### config.mk
export PLATFORM = sky130hd
export DESIGN_NAME = tgc_mode_ctrl_flat
export DESIGN_NICKNAME = d
export VERILOG_FILES = /design/src/rtl/tgc_mode_ctrl_if.sv /design/src/rtl/tgc_mode_ctrl.sv /design/src/flat_wrapper.sv
export SDC_FILE = /design/constraint.sdc
export NUM_CORES = 1
export LEC_CHECK = 0
export BUFFER_PORTS_ARGS = -buffer_cell sky130_fd_sc_hd__buf_4
export CAP_MARGIN = 20
export CORE_MARGIN = 4
export CORE_UTILIZATION = 30
export CTS_CLUSTER_DIAMETER = 120
export DETAILED_ROUTE_END_ITERATION = 10
export MAX_ROUTING_LAYER = met4
export SYNTH_ARGS = -nofsm -noshare
export SYNTH_HDL_FRONTEND = slang
export SYNTH_SLANG_ARGS = --single-unit
### constraint.sdc
create_clock -name clock_fast -period 2 [get_ports clock_fast]
set_input_delay 0.4 -clock clock_fast [delete_from_list [all_inputs] [get_ports clock_fast]]
set_output_delay 0.4 -clock clock_fast [all_outputs]
set_load 0.005 [all_outputs]
### src/rtl/tgc_mode_ctrl_if.sv
// Purpose: bundles the mode sequencer's button, reload and lane-load inputs with its mode, tick and status outputs.
// Latency: none; this is wiring only.
// Backpressure: none; every signal is a plain level or a one-cycle pulse.
interface tgc_mode_ctrl_if;
  logic       mode_button;
  logic       reload_req;
  logic       load_strobe;
  logic [3:0] load_lane;
  logic [1:0] tgc_out;
  logic       slow_tick;
  logic [3:0] lanes_loaded;
  logic       press_pulse;
  logic       load_error;

  // Stimulus side: drives the requests and observes the mode outputs
  modport master (
    output mode_button, reload_req, load_strobe, load_lane,
    input  tgc_out, slow_tick, lanes_loaded, press_pulse, load_error
  );

  // Sequencer side
  modport slave (
    input  mode_button, reload_req, load_strobe, load_lane,
    output tgc_out, slow_tick, lanes_loaded, press_pulse, load_error
  );
endinterface

### src/rtl/tgc_mode_ctrl.sv
// Purpose: debounces the mode button, tracks loaded lanes and steps LOAD -> MODE_A <-> MODE_B; emits the run-mode slow tick.
// Latency: button rise to mode change is 3+DEBOUNCE_CYCLES cycles; reload_req takes effect on the sampling edge.
// Backpressure: none; all inputs are sampled every cycle and all outputs are pulses or levels.
module tgc_mode_ctrl #(
  parameter int DEBOUNCE_CYCLES = 16,
  parameter int SLOW_DIV        = 25_000_000
) (
  input logic            clock_fast,
  input logic            reset_n,
  tgc_mode_ctrl_if.slave bus
);

  localparam int DB_W  = $clog2(DEBOUNCE_CYCLES);
  localparam int DIV_W = $clog2(SLOW_DIV);

  localparam logic [DB_W-1:0]  DB_LAST  = DB_W'(DEBOUNCE_CYCLES - 1);
  localparam logic [DIV_W-1:0] DIV_LAST = DIV_W'(SLOW_DIV - 1);

  localparam logic [1:0] ST_LOAD = 2'b00;
  localparam logic [1:0] ST_A    = 2'b01;
  localparam logic [1:0] ST_B    = 2'b10;
  localparam logic [1:0] ST_ILL  = 2'b11;

  logic             r_sync1;
  logic             r_sync2;
  logic             r_stable;
  logic [DB_W-1:0]  r_db_cnt;
  logic             r_press;
  logic [1:0]       r_state;
  logic [3:0]       r_mask;
  logic [DIV_W-1:0] r_div;

  logic       w_db_diff;
  logic       w_db_hit;
  logic       w_run;
  logic       w_all_loaded;
  logic [1:0] w_next;
  logic       w_load_error;
  logic       w_slow_tick;

  assign w_db_diff    = (r_sync2 != r_stable);
  assign w_db_hit     = w_db_diff && (r_db_cnt == DB_LAST);
  assign w_run        = (r_state == ST_A) || (r_state == ST_B);
  assign w_all_loaded = (r_mask == 4'hF);

  // Two-flop synchronizer for the raw asynchronous button
  always_ff @(posedge clock_fast or negedge reset_n) begin
    if (!reset_n) begin
      r_sync1 <= 1'b0;
      r_sync2 <= 1'b0;
    end else begin
      r_sync1 <= bus.mode_button;
      r_sync2 <= r_sync1;
    end
  end

  // Debouncer: accept a new level after DEBOUNCE_CYCLES consecutive differing samples; pulse on rising acceptance only
  always_ff @(posedge clock_fast or negedge reset_n) begin
    if (!reset_n) begin
      r_db_cnt <= '0;
      r_stable <= 1'b0;
      r_press  <= 1'b0;
    end else begin
      r_press <= w_db_hit && r_sync2;
      if (!w_db_diff || w_db_hit) begin
        r_db_cnt <= '0;
      end else begin
        r_db_cnt <= r_db_cnt + DB_W'(1);
      end
      if (w_db_hit) begin
        r_stable <= r_sync2;
      end
    end
  end

  // Mode state register
  always_ff @(posedge clock_fast or negedge reset_n) begin
    if (!reset_n) begin
      r_state <= ST_LOAD;
    end else begin
      r_state <= w_next;
    end
  end

  // Next mode: reload wins over a press; a press in LOAD only advances once every lane is loaded
  always_comb begin
    w_next = r_state;
    if (bus.reload_req) begin
      w_next = ST_LOAD;
    end else begin
      case (r_state)
        ST_LOAD: if (r_press && w_all_loaded) w_next = ST_A;
        ST_A:    if (r_press) w_next = ST_B;
        ST_B:    if (r_press) w_next = ST_A;
        default: w_next = ST_LOAD;
      endcase
    end
  end

  // Mode outputs: rejected press in LOAD and the divider terminal-count tick
  always_comb begin
    w_load_error = r_press && (r_state == ST_LOAD) && !w_all_loaded && !bus.reload_req;
    w_slow_tick  = w_run && (r_div == DIV_LAST);
  end

  // Sticky lane mask: accumulates strobes only while in LOAD, cleared by reload or illegal-state recovery
  always_ff @(posedge clock_fast or negedge reset_n) begin
    if (!reset_n) begin
      r_mask <= '0;
    end else if (bus.reload_req || (r_state == ST_ILL)) begin
      r_mask <= '0;
    end else if ((r_state == ST_LOAD) && bus.load_strobe) begin
      r_mask <= r_mask | bus.load_lane;
    end
  end

  // Slow divider: runs only in MODE_A/MODE_B and restarts from 0 on every mode change
  always_ff @(posedge clock_fast or negedge reset_n) begin
    if (!reset_n) begin
      r_div <= '0;
    end else if (!w_run || (w_next != r_state) || (r_div == DIV_LAST)) begin
      r_div <= '0;
    end else begin
      r_div <= r_div + DIV_W'(1);
    end
  end

  assign bus.tgc_out      = r_state;
  assign bus.lanes_loaded = r_mask;
  assign bus.press_pulse  = r_press;
  assign bus.load_error   = w_load_error;
  assign bus.slow_tick    = w_slow_tick;

endmodule

### src/flat_wrapper.sv
// flat-port wrapper written by rule: the top's interface ports become plain ports
module tgc_mode_ctrl_flat 
#(
  parameter int DEBOUNCE_CYCLES = 16,
  parameter int SLOW_DIV        = 25_000_000
)
  (clock_fast, reset_n, bus_mode_button, bus_reload_req, bus_load_strobe, bus_load_lane, bus_tgc_out, bus_slow_tick, bus_lanes_loaded, bus_press_pulse, bus_load_error);
  tgc_mode_ctrl_if bus_i ();
  input logic clock_fast;
  input logic reset_n;
  input wire logic [$bits(bus_i.mode_button)-1:0] bus_mode_button;
  input wire logic [$bits(bus_i.reload_req)-1:0] bus_reload_req;
  input wire logic [$bits(bus_i.load_strobe)-1:0] bus_load_strobe;
  input wire logic [$bits(bus_i.load_lane)-1:0] bus_load_lane;
  output wire logic [$bits(bus_i.tgc_out)-1:0] bus_tgc_out;
  output wire logic [$bits(bus_i.slow_tick)-1:0] bus_slow_tick;
  output wire logic [$bits(bus_i.lanes_loaded)-1:0] bus_lanes_loaded;
  output wire logic [$bits(bus_i.press_pulse)-1:0] bus_press_pulse;
  output wire logic [$bits(bus_i.load_error)-1:0] bus_load_error;
  assign bus_i.mode_button = bus_mode_button;
  assign bus_i.reload_req = bus_reload_req;
  assign bus_i.load_strobe = bus_load_strobe;
  assign bus_i.load_lane = bus_load_lane;
  assign bus_tgc_out = bus_i.tgc_out;
  assign bus_slow_tick = bus_i.slow_tick;
  assign bus_lanes_loaded = bus_i.lanes_loaded;
  assign bus_press_pulse = bus_i.press_pulse;
  assign bus_load_error = bus_i.load_error;
  tgc_mode_ctrl #(.DEBOUNCE_CYCLES(DEBOUNCE_CYCLES), .SLOW_DIV(SLOW_DIV)) u_core (.clock_fast(clock_fast), .reset_n(reset_n), .bus(bus_i));
endmodule
== Word level (Yosys, flattened, before mapping) ==
Cells that the tools add are included.
Word-level totals
  register bits after elaboration: 39
  logic and storage cells: 47
Operators by class
  mux-type cells: 9
  reductions and logical operators: 19
  bitwise gates (word level): 1
  add/subtract/negate cells: 2
  eq/ne operators: 8
Operators with widths (number)
  25-bit by 1-bit adder with 25-bit output (second input constant): 1
  25-bit equality test (second input constant): 1
  25-bit two-way mux: 1
  4-bit two-way mux: 3
  4-bit equality test (second input constant): 2
  1-bit logical AND: 8
  2-bit two-way mux: 4
  2-bit case mux with 3 select lines: 1
  1-bit logical OR: 5
  4-bit by 1-bit adder with 4-bit output (second input constant): 1
  2-bit equality test (second input constant): 2
  1-bit logical NOT: 4
  4-bit OR: 1
  2-bit by 1-bit equality test with 1-bit output (second input constant): 1
  2-bit logical NOT: 1
  2-bit != test: 1
  2-bit nonzero test: 1
  1-bit != test: 1

== Longest topological paths before layout ==
Gate-level depths: netlist of run 1.
  depth in word-level cells: 9
  gate-level depth with buffers: 8

== Worst setup path before layout of run 1 ==
Ideal clock, no wire load.
  path kind: flip-flop to flip-flop
  from: reg u_core.r_state[1], in the netlist u_core.bus.tgc_out[1]
  to: reg u_core.r_div[12]
  cell stages (with the launch flop): 8
  slack: 0.086 ns
  library setup time: 0.136 ns
  data arrival time: 1.778 ns
  path through: dfrtp_1 inv_1 ha_1 clkbuf_1 a2111o_1 o311ai_4 clkbuf_1 nor3_1
Between the ends
  cells in the longest elaborated chain, start to end: 7
RTL lines
  start: declaration: RTL line tgc_mode_ctrl.sv:29  | logic [1:0] r_state;
  start signal: assignment: RTL line tgc_mode_ctrl.sv:81  | r_state <= w_next;
  2-bit equality test, or another cell as far along: RTL line tgc_mode_ctrl.sv:43, tgc_mode_ctrl.sv:91
  2-bit case mux with 3 select lines: RTL line tgc_mode_ctrl.sv:91  | case (r_state)
  2-bit two-way mux: RTL line tgc_mode_ctrl.sv:88  | if (bus.reload_req) begin
  2-bit != test: RTL line tgc_mode_ctrl.sv:121  | end else if (!w_run || (w_next != r_state) || (r_div == DIV_LAST)) begin
  1-bit logical OR (*) (2 in series): RTL line tgc_mode_ctrl.sv:121
  25-bit two-way mux (*): RTL line tgc_mode_ctrl.sv:121
  end signal: assignment: RTL line tgc_mode_ctrl.sv:124  | r_div <= r_div + DIV_W'(1);
  end: declaration: RTL line tgc_mode_ctrl.sv:31  | logic [DIV_W-1:0] r_div;
Mark *: on every way between the ends. The rest lies on a longest branch, timed or not.
A chain may end at the register's enable or synchronous reset.

== Worst setup path in the final report of run 1 ==
  from: reg u_core.r_div[1]
  to: out bus_slow_tick
Between the ends
  cells in the longest elaborated chain, start to end: 2
RTL lines
  25-bit equality test: RTL line tgc_mode_ctrl.sv:103  | w_slow_tick = w_run && (r_div == DIV_LAST);
  1-bit logical AND: RTL line tgc_mode_ctrl.sv:103
  end: declaration: RTL line flat_wrapper.sv:16  | output wire logic [$bits(bus_i.slow_tick)-1:0] bus_slow_tick;
No other way between the ends.

==> results_dict.tcl, run 1 <==
set metrics [dict create \
    leakage_nw 1.073 \
    finalWorstSetupSlack_ns 0.01905 \
    rsz0062_at_grt "true" \
    vias 1782 \
    drive_gt1_share_pct 32.67 \
    synth_edf_count 0 \
    synth_area_per_cell_um2 10.50 \
    critPathLaunch "u_core.r_div[1]" \
    cts_buffers 5 \
    worstMarginPinSlew_ns 0.5361 \
    wl_per_cell_um 14.65 \
    clkTransAtPathRegs_ns 0.08 \
    layout.nets 265 \
    synthXorXnorAreaFrac_pct 5.694 \
    required_ns 1.60 \
    yosysWarnings 0 \
    synthDistinctLibCells 46 \
    syn_inst 205 \
    dp_hpwl_mm 3.122 \
    die_h_um 92.72 \
    drt_iter0_drc 56 \
    port_buffers 17 \
    p_per_area_mw_per_mm2 518.3 \
    rr_startpoint "u_core.bus.tgc_out[1]" \
    r2r_setup_slack_ns 0.07 \
    drtPass1Iterations 4 \
    ios 18 \
    fillerInstances 691 \
    yosys.area_share.simple_pct 25.39 \
    drt-vias-per-instance 5.135 \
    rr_worst_depth 8 \
    cts_root_buffer "clkbuf_8" \
    synth_top_family_by_area "simple AND/OR/NAND/NOR gates" \
    dieArea_mm2 0.008597 \
    setup_viol_count_final 0 \
    r2r_end "u_core.r_div[6]" \
    hold_viol 0 \
    ys_seq_elements 39 \
    finalCritPeriodShare_pct 99.05 \
    fin_worst_skew_ns 0.006257 \
    synth-compound-area-share_pct 15.22 \
    postRouteAntennaNets 0 \
    place_congestion 0.8238 \
    synth_fa_ha_area_share_pct 3.486 \
    ys_seq_area_share_pct 45.32 \
    drcViolationCount 0 \
    cts_hold_buf 0 \
    cp-end-kind "output pin" \
    period_minus_slack_ns 1.981 \
    hold_path_class "in2async" \
    ir_drop_v 0.0003698 \
    overflow 0 \
    syn_to_final_growth_pct 30.22 \
    core-area_mm2 0.006869 \
    clockBufferDepth 2 \
    drv_slew 0 \
    muxShareOfSynthArea_pct 0.5230 \
    cts_tree "built" \
    initial_core_util_pct 31.35 \
    routed_wl_mm 5.084 \
    multiInputGateArea_mm2 0.001215 \
    cp_max_fo 4 \
    final_common_cell "buf_4" \
    drv_cap 0 \
    antenna_found_initial 0 \
    status "completed" \
    relSlewSlack_pct 64.18 \
    tns_ns 0 \
    arrival_ns 1.58 \
    total_power_w 0.001453 \
    crit_end "bus_slow_tick" \
    clkLatencyLatePin_ns 0.29 \
    post-place-ws_ns -0.1541 \
    synthFlopType "dfrtp_1" \
    grt_use_total_pct 12.88 \
    grt_pass1_wl_mm 8.673 \
    syn-num-nets 220 \
    crit_type "reg2out" \
    final_cell_mix "buf_4 (42), dfrtp_1 (39), nor3_1 (12)" \
    grt_pass1_vias 1831 \
    syn_area_mm2 0.002153 \
    diodes 0 \
    cts.sinks 39 \
    seq_area_um2 975.9 \
    fmax_ghz 0.5048 \
    cp-start-kind "register" \
    fin_util_pct 40.82 \
    rows 30 \
    grt_max_degree 40 \
    die_w_um 92.72 \
    ys_async_sr_fraction_pct 100.0 \
    htreeDepth 2 \
]
-- sequential cells by signal (all words and copies together), names as in the netlist --
signal and count:
u_core.bus.lanes_loaded 4, u_core.bus.press_pulse 1, u_core.bus.tgc_out 2, u_core.r_db_cnt 4, u_core.r_div 25, u_core.r_stable 1, u_core.r_sync1 1, u_core.r_sync2 1
-- area by class of cell --
type                    instances  share of cell area [%]
clock inverters                 1                  0.2677
multi-input cells             151                   43.33
inverters                       9                   1.205
well taps                      96                   4.284
flip-flops and latches         39                   34.81
clock buffers                   7                   3.436
repair buffers                 44                   12.67
-- worst min path at each step --
stage,from,endpoint,cells past startpoint
after floorplan,reset_n,u_core.bus.lanes_loaded[0],0
after global placement,u_core.r_sync1,u_core.r_sync2,0
after detailed placement,u_core.r_sync1,u_core.r_sync2,0
after CTS,reset_n,u_core.r_div[19],1
after global routing,reset_n,u_core.r_div[8],1
final,reset_n,u_core.r_div[13],1
-- synth_stat cells (2+ instances only) --
master,instances,area [um^2]
nor2_1,9,33.78
xnor2_1,8,70.07
and4_1,4,35.03
clkbuf_1,3,11.26
a31oi_1,4,25.02
buf_6,3,33.78
a211oi_2,4,50.05
and4_4,2,22.52
inv_1,9,33.78
nand3_1,9,45.04
nor3b_1,2,15.01
o21ai_0,9,45.04
o31ai_1,4,30.03
nor4_1,3,18.77
nand2_1,11,41.29
buf_2,3,15.01
nand2b_1,4,25.02
a21oi_1,2,10.01
or3_1,7,43.79
or4_1,4,30.03
dfrtp_1,39,975.9
nand4_1,5,31.28
a211oi_1,10,75.07
nor3_1,15,75.07
xor2_1,6,52.55
ha_1,6,75.07
-- kinds of logic (layout without fill, tap and decap cells) --
logic type      after synthesis  in the layout
simple gates                 87             87
compound gates               40             43
flops                        39             39
buf+inv                      18             61
xor+xnor                     14             14
fa+ha+maj                     6              6
mux                           1              1
-- worst max-delay path, cell delays in order (launching register included) --
cell and delay, ns:
dfrtp_1 0.41, ha_4 0.15, and4_4 0.25, nand4_1 0.15
nor3_2 0.20, buf_4 0.13
-- layer usage --
layer / global-route usage, % / vias to the layer above / wire [um]
li1: - / 867 / -
met1: 16.68 / 885 / 2420
met2: 20.42 / 24 / 2448
met3: 2.924 / 6 / 180
met4: 3.419 / 0 / 35
met5: - / - / 0
-- where the power goes --
part	switching, W	total [W]	internal, W
logic	0.0000300	0.0000569	0.0000269
clock network	0.000274	0.000587	0.000314
registers	0.00000884	0.000809	0.000800
-- timing repair --
action                     4_1_cts  5_1_grt
setup endpoints to repair       26       10
gates cloned                     3        0
pin swaps                        4        5
setup buffers                    4        5
gates resized for setup          8        6
-- metrics by stage --
step	instances	instance area [um^2]	hold slack [ns]
after floorplan	205	2153	0.1044
after global placement	327	2489	0.3337
after detailed placement	327	2489	0.3371
after CTS	342	2726	0.08703
after global routing	347	2804	0.09835
final	347	2804	0.06739
Power figures use the tool's default switching activity.
==> run 2, diff against run 1 <==
--- a/config.mk
+++ b/config.mk
@@ -5,13 +5,17 @@
 export SDC_FILE = /design/constraint.sdc
 export NUM_CORES = 1
 export LEC_CHECK = 0
+export ABC_CLOCK_PERIOD_IN_PS = 2000
 export BUFFER_PORTS_ARGS = -buffer_cell sky130_fd_sc_hd__buf_4
 export CAP_MARGIN = 20
+export CELL_PAD_IN_SITES_DETAIL_PLACEMENT = 1
+export CELL_PAD_IN_SITES_GLOBAL_PLACEMENT = 2
 export CORE_MARGIN = 4
-export CORE_UTILIZATION = 30
+export CORE_UTILIZATION = 34
 export CTS_CLUSTER_DIAMETER = 120
 export DETAILED_ROUTE_END_ITERATION = 10
 export MAX_ROUTING_LAYER = met4
+export PLACE_DENSITY_LB_ADDON = 0.1
 export SYNTH_ARGS = -nofsm -noshare
 export SYNTH_HDL_FRONTEND = slang
 export SYNTH_SLANG_ARGS = --single-unit
==> run 2 against run 1 <==
  * The run now ends with setup timing left
  * Hold slack about the same
  * Utilization up 2.1 points
  * First-iteration DRC count grew 96%
  * Global-route usage is 2.8 points higher
  * Sequential power barely moved
  * Clock skew barely moved
  * Count of clock-buffer cells in the layout down 2
==> results_dict.tcl, run 2 (synthesis results as in run 1) <==
set metrics [dict create \
    status "finished with violations" \
    violations "setup timing" \
    crit_type "reg2out" \
    arrival_ns 1.61 \
    rsz0062_at_grt "true" \
    core-area_mm2 0.006026 \
    post-place-ws_ns 0.05116 \
    drt-vias-per-instance 5.575 \
    global_route.usage.met2_pct 25.96 \
    wl_per_cell_um 16.67 \
    largest-register "u_core.r_div" \
    final_common_cell "dfrtp_1" \
    drt_iter0_drc 110 \
    cp_max_fo 2 \
    grt-busiest-layer "met2" \
    diodes 0 \
    p_seq_share_pct 56.4 \
    clockBufferDepth 2 \
    drive_gt1_share_pct 30.25 \
    finalCritPeriodShare_pct 100.3 \
    drcViolationCount 0 \
    ir_drop_v 0.0003691 \
    fmax_ghz 0.4986 \
    cts_root_buffer "clkbuf_8" \
    grt_pass1_vias 1840 \
    grt_max_degree 40 \
    crit_chain "ha_2 > and4_4 > nand4_1 > nor3_2 > buf_4" \
    p_sw_share_pct 25.01 \
    dieArea_mm2 0.007670 \
    vias 1745 \
    hold_viol 0 \
    tns_ns -0.005743 \
    initial_core_util_pct 35.74 \
    place_congestion 0.8853 \
    setup_viol_count_final 1 \
    fin_worst_skew_ns 0.006449 \
    largest_reg_flops 25 \
    grt_pass1_wl_mm 9.142 \
    layout.nets 252 \
    switching_power_w 0.0003591 \
    final_cell_mix "dfrtp_1 (36), buf_4 (32), nor3_1 (13)" \
    cp_slowest_stage_delay_ns 0.37 \
    critPathLaunch "u_core.r_div[0]" \
    grtUsageMet3_pct 3.104 \
    port_buffers 17 \
    period_minus_slack_ns 2.006 \
    dp_hpwl_mm 3.626 \
    cts_buffers 5 \
    rr_startpoint "u_core.r_div[0]" \
    fin_util_pct 42.94 \
    p_int_w 0.001077 \
    routed_wl_mm 5.218 \
    slowest_stage "dfrtp_1" \
    die_w_um 87.58 \
    grt_use_met1_pct 19.28 \
    syn_to_final_growth_pct 20.16 \
    clkLatencyLatePin_ns 0.30 \
    clockPowerShare_pct 39.5 \
    required_ns 1.60 \
    drv_slew 0 \
    cp-start-kind "register" \
    relSlewSlack_pct 65.64 \
    drtPass1Iterations 4 \
    drv_cap 0 \
    grt_use_total_pct 15.73 \
    clkTransAtPathRegs_ns 0.09 \
    hold_path_class "in2async" \
    fillerInstances 675 \
    antenna_found_initial 0 \
    worstMarginPinSlew_ns 0.5154 \
    leakage_nw 1.004 \
    htreeDepth 2 \
    cts_tree "built" \
    p_comb_share_pct 4.1 \
    cts.sinks 39 \
    finalWorstSetupSlack_ns -0.005743 \
    cp-end-kind "output pin" \
    die_h_um 87.58 \
    rows 28 \
    overflow 0 \
    p_per_area_mw_per_mm2 554.9 \
    hold_ws_ns 0.06749 \
    ios 18 \
    postRouteAntennaNets 0 \
]
-- run 2: stage by stage --
step                       power, W  area, um^2  instances
final                      0.001436        2587        313
after global routing       0.001512        2587        313
after CTS                  0.001464        2554        310
after detailed placement  0.0008870        2407        297
after global placement    0.0008831        2407        297
after floorplan           0.0008425        2153        205
-- run 2: area by class of cell --
class                   instances  area [um^2]  area share (%)
clock buffers                   5        68.82           2.660
clock inverters                 3        23.77          0.9188
inverters                       9        33.78           1.306
multi-input cells             148         1107           42.79
flip-flops and latches         39        979.7           37.86
well taps                      75        93.84           3.627
repair buffers                 34        280.3           10.83
-- run 2: metal layers --
metal	up-vias	share of wire, %
li1	826	-
met2	22	51
met1	888	45
met5	-	0
met4	0	1.7
met3	9	2.8
-- run 2: critical path, delay by kind of cell (launching register included) --
kind,cells,cell delay (ns)
buffers and inverters,1,0.13
flip-flops,1,0.37
adder cells (fa/ha/maj),1,0.20
AND/OR/NAND/NOR,3,0.61
-- run 2: power by group through the flow --
| stage | logic [W] | clock network [W] | registers (W) |
|---|---|---|---|
| floorplan | 0.0000190 | 0 | 0.000824 |
| global placement | 0.0000587 | 0 | 0.000824 |
| detailed placement | 0.0000625 | 0 | 0.000825 |
| CTS | 0.0000624 | 0.000592 | 0.000810 |
| global route | 0.0000685 | 0.000632 | 0.000812 |
| finish | 0.0000593 | 0.000567 | 0.000809 |
-- run 2: path summary, 6_finish.rpt --
kind | end | slack (ns) | depth (start not counted)
setup / recovery | bus_slow_tick | -0.006 | 5
max in group asynchronous | u_core.bus.tgc_out[0] | 1.54 | 1
hold / removal | u_core.r_div[3] | 0.07 | 1
hold reg to reg | u_core.r_sync2 | 0.36 | 0
min in group clock_fast | u_core.r_sync1 | 0.20 | 1
setup reg to reg | u_core.r_div[16] | 0.11 | 6
-- run 2: what timing repair did --
action / 4_1_cts / 5_1_grt
pin swaps: 4 / 2
gates resized for setup: 5 / 7
buffers inserted: 5 / 3
hold buffers: 0 / 0
endpoints found under the setup margin: 1 / 27
==> run 3, diff against run 2 <==
--- a/config.mk
+++ b/config.mk
@@ -6,7 +6,7 @@
 export NUM_CORES = 1
 export LEC_CHECK = 0
 export ABC_CLOCK_PERIOD_IN_PS = 2000
-export BUFFER_PORTS_ARGS = -buffer_cell sky130_fd_sc_hd__buf_4
+export BUFFER_PORTS_ARGS = -buffer_cell sky130_fd_sc_hd__buf_2
 export CAP_MARGIN = 20
 export CELL_PAD_IN_SITES_DETAIL_PLACEMENT = 1
 export CELL_PAD_IN_SITES_GLOBAL_PLACEMENT = 2
==> run 3 against run 2 <==
  * The flow now finishes without violations
  * Combinational power decreased by 8.9%
  * Flip-flop and latch count unchanged
  * Largest power group unchanged
  * Maximum frequency rose by 2.1%
  * Die area did not move
  * Largest cell class unchanged
  * Wire length up 2.8%
  * Cell count down 0.64%
  * Register-to-register slack got worse by 0.04 ns
  * Hold slack better by 0.083 ns
  * Critical endpoint unchanged
  * Count of clock-buffer cells in the layout did not move
  * Design area is 0.44% lower
==> results_dict.tcl, run 3 (synthesis results as in run 1) <==
set metrics [dict create \
    worstMarginPinSlew_ns 0.5061 \
    p_per_area_mw_per_mm2 600.4 \
    core-area_mm2 0.006026 \
    routed_wl_mm 5.362 \
    cts_tree "built" \
    clockBufferDepth 2 \
    final_common_cell "dfrtp_1" \
    cts_buffers 5 \
    wl_per_cell_um 17.24 \
    drv_cap 0 \
    largest-register "u_core.r_div" \
    grt_use_total_pct 16.05 \
    p_comb_share_pct 3.5 \
    htreeDepth 2 \
    switching_power_w 0.0003494 \
    drt_iter0_drc 102 \
    postRouteAntennaNets 0 \
    hold_viol 0 \
    period_minus_slack_ns 1.964 \
    finalWorstSetupSlack_ns 0.03556 \
    crit_type "reg2out" \
    cts_hold_buf 0 \
    clockPowerShare_pct 44.2 \
    grt_pass1_vias 1927 \
    ios 18 \
    cp-start-kind "register" \
    layout.nets 250 \
    drt-vias-per-instance 5.585 \
    cp-end-kind "output pin" \
    overflow 0 \
    initial_core_util_pct 35.74 \
    cts.sinks 39 \
    status "completed" \
    drive_gt1_share_pct 30.08 \
    port_buffers 17 \
    cp_max_fo 2 \
    finalCritPeriodShare_pct 98.22 \
    drv_slew 0 \
    rr_worst_depth 6 \
    final_cell_mix "dfrtp_1 (37), buf_2 (17), nor3_1 (14)" \
    die_h_um 87.58 \
    drtPass1Iterations 3 \
    rows 28 \
    clkTransAtPathRegs_ns 0.09 \
    syn_to_final_growth_pct 19.64 \
    leakage_nw 1.002 \
    slowest_stage "dfrtp_1" \
    drcViolationCount 0 \
    grt_max_degree 40 \
    antenna_found_initial 0 \
    p_sw_share_pct 22.59 \
    rsz0062_at_grt "true" \
    vias 1737 \
    p_int_w 0.001197 \
    r2r_end "u_core.r_div[18]" \
    hold_ws_ns 0.1505 \
    post-place-ws_ns -0.05837 \
    hold_path_class "in2async" \
    total_power_w 0.001547 \
    diodes 0 \
    crit_chain "ha_2 > and4_4 > nand4_1 > nor3_2 > buf_2" \
    cp_slowest_stage_delay_ns 0.37 \
    p_seq_share_pct 52.3 \
    fmax_ghz 0.5091 \
    cts_root_buffer "clkbuf_8" \
    clkLatencyLatePin_ns 0.29 \
    arrival_ns 1.56 \
    setup_viol_count_final 0 \
    dp_hpwl_mm 3.721 \
    fin_worst_skew_ns 0.004868 \
    ir_drop_v 0.0003775 \
    r2r_setup_slack_ns 0.07 \
    place_congestion 0.8620 \
    dieArea_mm2 0.007670 \
    largest_reg_flops 25 \
    relSlewSlack_pct 65.95 \
    die_w_um 87.58 \
    required_ns 1.60 \
    grt_pass1_wl_mm 9.563 \
    rr_startpoint "u_core.r_div[1]" \
]
==> run 3: cell type report <==
type | instances | area [um^2]
clock buffers | 5 | 68.82
repair buffers | 32 | 226.5
inverters | 9 | 33.78
fillers | 682 | 3450
clock inverters | 3 | 46.29
flip-flops and latches | 39 | 978.4
multi-input cells | 148 | 1129
well taps | 75 | 93.84
==> run 3: power groups by stage <==
stage | Combinational (W) | Clock [W] | Sequential, W
global placement | 0.0000530 | 0 | 0.000824
CTS | 0.0000564 | 0.000711 | 0.000810
finish | 0.0000540 | 0.000683 | 0.000810
detailed placement | 0.0000565 | 0 | 0.000825
floorplan | 0.0000190 | 0 | 0.000824
global route | 0.0000627 | 0.000748 | 0.000812
==> run 3: per-layer routing <==
metal / global-route usage [%] / up-vias / wire, um
li1: - / 823 / -
met3: 3.010 / 5 / 144
met2: 26.92 / 21 / 2757
met4: 4.324 / 0 / 51
met5: - / - / 0
met1: 19.78 / 888 / 2410
==> run 3: worst max-delay path by stage <==
stage / to / slack [ns] / from
2_1_floorplan: u_core.r_div[12] / 0.09 / u_core.bus.tgc_out[1]
3_3_place_gp: u_core.r_div[18] / 0.12 / u_core.r_div[0]
3_5_place_dp: u_core.r_div[16] / -0.06 / u_core.r_div[0]
4_1_cts: bus_slow_tick / 0.007 / u_core.r_div[8]
5_1_grt: bus_slow_tick / -0.08 / u_core.r_div[1]
6_report: bus_slow_tick / 0.04 / u_core.r_div[1]
==> run 3: repair_timing <==
action                                  CTS  global route
endpoints found under the setup margin    4            18
pin swaps                                 3             7
gates resized for setup                   6             8
buffers inserted                          4             3
==> run 3: metrics by stage <==
| step | utilization, % | cell area (um^2) | instances | TNS [ns] |
|---|---|---|---|---|
| floorplan | - | 2153 | 205 | 0 |
| global placement | 39.12 | 2357 | 296 | 0 |
| detailed placement | 39.12 | 2357 | 296 | -0.1073 |
| CTS | 41.90 | 2525 | 308 | 0 |
| global route | 42.75 | 2576 | 311 | -0.2590 |
| finish | 42.75 | 2576 | 311 | 0 |
==> run 3: critical path: cells and delay by family, from the launching register on <==
kind | cells | cell delay, ns
AND/OR/NAND/NOR | 3 | 0.58
flip-flops | 1 | 0.37
adder cells (fa/ha/maj) | 1 | 0.19
buffers and inverters | 1 | 0.13
